## config.mk

```make
export PLATFORM = sky130hd
export DESIGN_NAME = muldiv_unit
export DESIGN_NICKNAME = d
export VERILOG_FILES = /design/src/rtl/muldiv_unit_pkg.sv /design/src/rtl/muldiv_unit.sv
export SDC_FILE = /design/constraint.sdc
export NUM_CORES = 1
export LEC_CHECK = 0
export CORE_MARGIN = 3
export CORE_UTILIZATION = 35
export CTS_CLUSTER_SIZE = 10
export DETAILED_ROUTE_END_ITERATION = 10
export SYNTH_ARGS = -nofsm -noshare
export SYNTH_HDL_FRONTEND = slang
export SYNTH_SLANG_ARGS = --single-unit
```

## constraint.sdc

```tcl
create_clock -name CLK -period 6.8 [get_ports CLK]
set_clock_uncertainty 0.2 [all_clocks]
set_input_delay 2.04 -clock CLK [delete_from_list [all_inputs] [get_ports CLK]]
set_output_delay 2.04 -clock CLK [all_outputs]
set_load 0.02 [all_outputs]
```

## src/rtl/muldiv_unit_pkg.sv

```systemverilog
// Shared types for the iterative multiply/divide unit: operand word, op select and FSM states.
package muldiv_unit_pkg;
  localparam int WORD_W = 32;

  typedef logic [WORD_W-1:0] word_t;

  typedef enum logic [2:0] {
    MD_MULT, MD_MULTU, MD_DIV, MD_DIVU, MD_MTHI, MD_MTLO
  } muldiv_op_t;

  typedef enum logic [1:0] {
    IDLE, CALC, FIX, DONE
  } muldiv_state_t;
endpackage

```

## src/rtl/muldiv_unit.sv

```systemverilog
// MIPS MULT/MULTU/DIV/DIVU over 32 radix-2 steps plus a sign-fix cycle; owns HI/LO.
module muldiv_unit
  import muldiv_unit_pkg::*;
#(
  parameter int WIDTH = 32
) (
  input  logic             CLK,
  input  logic             nRST,
  input  logic             start,
  input  muldiv_op_t       op,
  input  logic [WIDTH-1:0] port_a,
  input  logic [WIDTH-1:0] port_b,
  input  logic             flush,
  output logic             busy,
  output logic             done,
  output logic [WIDTH-1:0] hi,
  output logic [WIDTH-1:0] lo
);
  muldiv_state_t state_q, state_d;

  logic [4:0]         cnt_q;
  logic [2*WIDTH-1:0] acc_q;
  logic [WIDTH-1:0]   b_q, a_raw_q, hi_q, lo_q;
  logic               is_div_q, neg_q, rem_neg_q, divz_q;

  logic             accept, accept_md, accept_mt, op_signed, op_div;
  logic [WIDTH-1:0] a_mag, b_mag;

  // DONE accepts like IDLE so back-to-back ops lose no cycle.
  assign accept    = (state_q == IDLE || state_q == DONE) && start && !flush;
  assign accept_mt = accept && (op == MD_MTHI || op == MD_MTLO);
  assign accept_md = accept && !accept_mt;
  assign op_signed = (op == MD_MULT) || (op == MD_DIV);
  assign op_div    = (op == MD_DIV) || (op == MD_DIVU);
  assign a_mag     = (op_signed && port_a[WIDTH-1]) ? -port_a : port_a;
  assign b_mag     = (op_signed && port_b[WIDTH-1]) ? -port_b : port_b;

  always_ff @(posedge CLK or negedge nRST) begin
    if (!nRST) state_q <= IDLE;
    else       state_q <= state_d;
  end

  always_comb begin
    state_d = state_q;
    case (state_q)
      IDLE, DONE: state_d = accept_md ? CALC : IDLE;
      CALC:       if (flush) state_d = IDLE;
                  else if (cnt_q == 5'd0) state_d = FIX;
      FIX:        state_d = flush ? IDLE : DONE;
      default:    state_d = IDLE;
    endcase
  end

  always_comb begin
    busy = (state_q == CALC) || (state_q == FIX);
    done = (state_q == DONE);
  end

  // acc holds {partial product | remainder, multiplier | dividend->quotient}.
  logic [WIDTH:0]     mul_sum, div_sh;
  logic               div_ge;
  logic [WIDTH-1:0]   div_rem;
  logic [2*WIDTH-1:0] acc_step, prod;
  logic [WIDTH-1:0]   quot, rem, fix_hi, fix_lo;

  always_comb begin
    mul_sum  = {1'b0, acc_q[2*WIDTH-1:WIDTH]} + (acc_q[0] ? {1'b0, b_q} : '0);
    div_sh   = {acc_q[2*WIDTH-1:WIDTH], acc_q[WIDTH-1]};
    div_ge   = div_sh >= {1'b0, b_q};
    div_rem  = div_ge ? WIDTH'(div_sh - {1'b0, b_q}) : div_sh[WIDTH-1:0];
    acc_step = is_div_q ? {div_rem, acc_q[WIDTH-2:0], div_ge}
                        : {mul_sum, acc_q[WIDTH-1:1]};

    prod = neg_q ? -acc_q : acc_q;
    quot = acc_q[WIDTH-1:0];
    rem  = acc_q[2*WIDTH-1:WIDTH];
    if (!is_div_q) begin
      fix_hi = prod[2*WIDTH-1:WIDTH];
      fix_lo = prod[WIDTH-1:0];
    end else if (divz_q) begin
      fix_hi = a_raw_q;
      fix_lo = '1;
    end else begin
      fix_hi = rem_neg_q ? -rem : rem;
      fix_lo = neg_q ? -quot : quot;
    end
  end

  always_ff @(posedge CLK or negedge nRST) begin
    if (!nRST) begin
      cnt_q     <= '0;
      acc_q     <= '0;
      b_q       <= '0;
      a_raw_q   <= '0;
      hi_q      <= '0;
      lo_q      <= '0;
      is_div_q  <= 1'b0;
      neg_q     <= 1'b0;
      rem_neg_q <= 1'b0;
      divz_q    <= 1'b0;
    end else begin
      if (accept_md) begin
        cnt_q     <= 5'(WIDTH-1);
        acc_q     <= {{WIDTH{1'b0}}, a_mag};
        b_q       <= b_mag;
        a_raw_q   <= port_a;
        is_div_q  <= op_div;
        neg_q     <= op_signed && (port_a[WIDTH-1] ^ port_b[WIDTH-1]);
        rem_neg_q <= op_signed && port_a[WIDTH-1];
        divz_q    <= op_div && (port_b == '0);
      end
      if (accept_mt) begin
        if (op == MD_MTHI) hi_q <= port_a;
        else               lo_q <= port_a;
      end
      if (state_q == CALC && !flush) begin
        acc_q <= acc_step;
        cnt_q <= cnt_q - 5'd1;
      end
      if (state_q == FIX && !flush) begin
        hi_q <= fix_hi;
        lo_q <= fix_lo;
      end
    end
  end

  assign hi = hi_q;
  assign lo = lo_q;
endmodule

```

==> metrics.yaml <==
yosys:
  synthMuxAreaShare_pct: 4.96
  yosys_warnings: 0
  synthXorXnorAreaFrac_pct: 9.27
  synth_top_area_share_pct: 30.6
  synth_nets: 2270
  syn_area_per_cell_um2: 7.83
  yosys.cell_count.top_type: "nand2_1"
  synth_common_cells: "nand2_1 (357), o21ai_0 (214), dfrtp_1 (203)"
  netlist_instances: 2124
  synth_edf_count: 0
  synth_flop_cell: "dfrtp_1"
  synthTopCellsByArea: "dfrtp_1 (31%), nand2_1 (8.1%), o21ai_0 (6.4%)"
  ys_seq_elements: 203
  synthAdderAreaFrac_pct: 5.73
  seq_area_frac_synth_pct: 30.6
  syn_area_um2: 16600
  synth_top_family_by_area: "compound AO/OA/AOI/OAI gates"
  synthArstFlopShare_pct: 100
  synth_compound_area_share_pct: 24.6
  synthSimpleGateAreaFrac_pct: 20.0
  ys_types: 74
  synth_top_area_cell: "dfrtp_1"
floorplan:
  core_region_area_um2: 46800
  num_rows: 79
  chipHeight_um: 224
  die-area_um2: 50200
  start_util_pct: 35.6
  dieWidth_um: 224
  pin_count: 137
drt:
  drt_wl_total_um: 55600
  drc: 0
  wl_met3_um: 3550
  drt_iter0_markers: 1422
  routed_via_density: 5.74
  top_layer_used: "met4"
  wl_met1_um: 26000
  wl_per_cell_um: 19.9
  dr.pass1.iters: 8
  met2WireLength_um: 25000
  ant_nets: 0
  vias: 16000
clocking:
  root_buffer: "clkbuf_16"
  cts_max_level: 1
  holdBufCountCts: 0
  cts_resized: 0
  post_cts.repair.setup_buffers: 0
  cts_tree: "built"
  clock_latency_ns: 0.54
  cts_sinks: 203
  path_clk_slew_ns: 0.05
  clockBufferDepth: 3
  cts_made_buffers: 27
final_layout:
  drive_above_1_share_pct: 4.62
  nets: 2318
  fin_cells: 2791
  diodes: 0
  area_growth_syn_to_layout_pct: 16.0
pwr:
  vdd_drop_max_mv: 0.234
  p_clk_share_pct: 15.7
  power_switching_mw: 4.11
  power_density_nw_per_um2: 449
  swShare_pct: 47.4
  p_seq_share_pct: 27.6
  leakagePower_nw: 7.96
  power.internal_mw: 4.56
  p_comb_share_pct: 56.7
global_route:
  first_global_vias: 15500
  antenna_found_initial: 0
  grt_pass1_wl_um: 88600
  grt_overflow: 0
  grt_max_degree: 88
  track_usage_pct: 21.6
setup_path:
  startpoint_type: "input pin"
  crit_fanout: 6
  endpoint_kind: "flip-flop"
  crit_required_ns: 7.01
  cp.arrival_ns: 5.33
  r2r_cells: 8
  path_class: "in -> reg"
timing:
  worstMarginPinSlew_ns: 1.20
  whs_ns: 0.272
  layout_setup_ws_ns: 1.67
  setup_viol: 0
  slew_headroom_pct: 19.9
  hold_viol: 0
  fmax_mhz: 195
  post-route-period-util_pct: 75.4
  period_needed_ns: 5.13
  slew_violations: 0
  rsz0062_at_grt: "false"
  setup_tns_ns: 0
worst_hold_path:
  hold_class: "reg -> reg"
  holdPathStages: 2
run:
  cap_violations: 0
run_status:
  status: "finished, final reports clean"
place:
  gp_congestion: 0.901
  place_ws_ns: 1.16
  portBuffers: 136
  dp_hpwl_um: 41100
  placed_cells: 2750
## final timing paths
path | from | endpoint | slack (ns)
setup / recovery | port_a[5] | acc_q[29] | 1.67
hold / removal | b_q[20] | b_q[20] | 0.27
setup reg to reg | acc_q[17] | hi[18] | 2.51
hold reg to reg | b_q[20] | b_q[20] | 0.27
max in group asynchronous | nRST | b_q[15] | 3.79
min in group asynchronous | nRST | lo[7] | 1.35
## critical path, stage by stage
cell             delay, ns
clkdlybuf4s50_1       0.53
or4_1                 0.68
nor3_2                0.48
nand4b_1              0.29
or4_1                 0.49
o31ai_1               0.28
xor2_1                0.17
nor2_1                0.06
a211oi_1              0.25
a21oi_1               0.06
## per-stage QoR
| stage | instance area, µm² | power, mW | util [%] |
|---|---|---|---|
| floorplan | 16600 | 5.66 | - |
| finish | 19300 | 8.66 | 41.2 |
| global route | 19300 | 9.34 | 41.2 |
| detailed placement | 18500 | 7.27 | 39.5 |
| CTS | 19300 | 8.66 | 41.2 |
| global placement | 18500 | 7.23 | 39.5 |
## cell type report
type	instances	area, µm²
clock inverter	7	91.3
fill	4855	27500
tap	607	759
inverter	68	255
clock buffer	34	722
sequential	203	5080
timing repair buffer	164	1590
multi-input combinational	1708	10800
## placed cells by master, fill, tap and decap left out, types with 10 or more instances in the layout
| cell | count |
|---|---|
| clkdlybuf4s50_1 | 135 |
| buf_4 | 27 |
| a211oi_1 | 34 |
| nor2_1 | 129 |
| a32oi_1 | 34 |
| o21ai_0 | 214 |
| nand3_1 | 42 |
| a31oi_1 | 24 |
| nand4_1 | 15 |
| a21o_1 | 33 |
| nand2_1 | 357 |
| or3_1 | 25 |
| o31ai_1 | 28 |
| dfrtp_1 | 202 |
| inv_1 | 66 |
| nand2b_1 | 10 |
| nor3_1 | 26 |
| xor2_1 | 84 |
| nor4_1 | 14 |
| o211ai_1 | 47 |
| or4_1 | 21 |
| mux2i_1 | 79 |
| ha_1 | 73 |
| a22oi_1 | 11 |
| and3_1 | 12 |
| a21oi_1 | 136 |
| nor2b_1 | 21 |
| clkbuf_16 | 27 |
| xnor2_1 | 92 |
## layer usage
| layer | GRT usage (%) | up-vias |
|---|---|---|
| met2 | 35.2 | 525 |
| met5 | 0 | - |
| met4 | 4.97 | 0 |
| li1 | - | 7740 |
| met3 | 2.65 | 77 |
| met1 | 30.8 | 7686 |
## sequential cells by signal, indices dropped and copies added (netlist names)
register	count
acc_q	64
a_raw_q	32
b_q	32
hi	32
lo	32
cnt_q	5
state_q	2
divz_q	1
is_div_q	1
neg_q	1
rem_neg_q	1
## power by group through the flow
stage | sequential (mW) | combinational [mW] | clock (mW)
3_5_place_dp | 2.40 | 4.88 | 0
4_1_cts | 2.38 | 4.89 | 1.39
5_1_grt | 2.47 | 5.43 | 1.44
2_1_floorplan | 2.29 | 3.36 | 0
3_3_place_gp | 2.38 | 4.85 | 0
6_report | 2.39 | 4.91 | 1.36
## cells by family after synthesis
logic type | count (synthesis)
AND/OR/NAND/NOR | 725
multiplexers | 82
flip-flops | 203
adder cells (fa/ha/maj) | 75
buffers and inverters | 213
XOR/XNOR | 176
AO/OA/AOI/OAI | 650
Note: power is estimated with default switching activity, not from simulation.
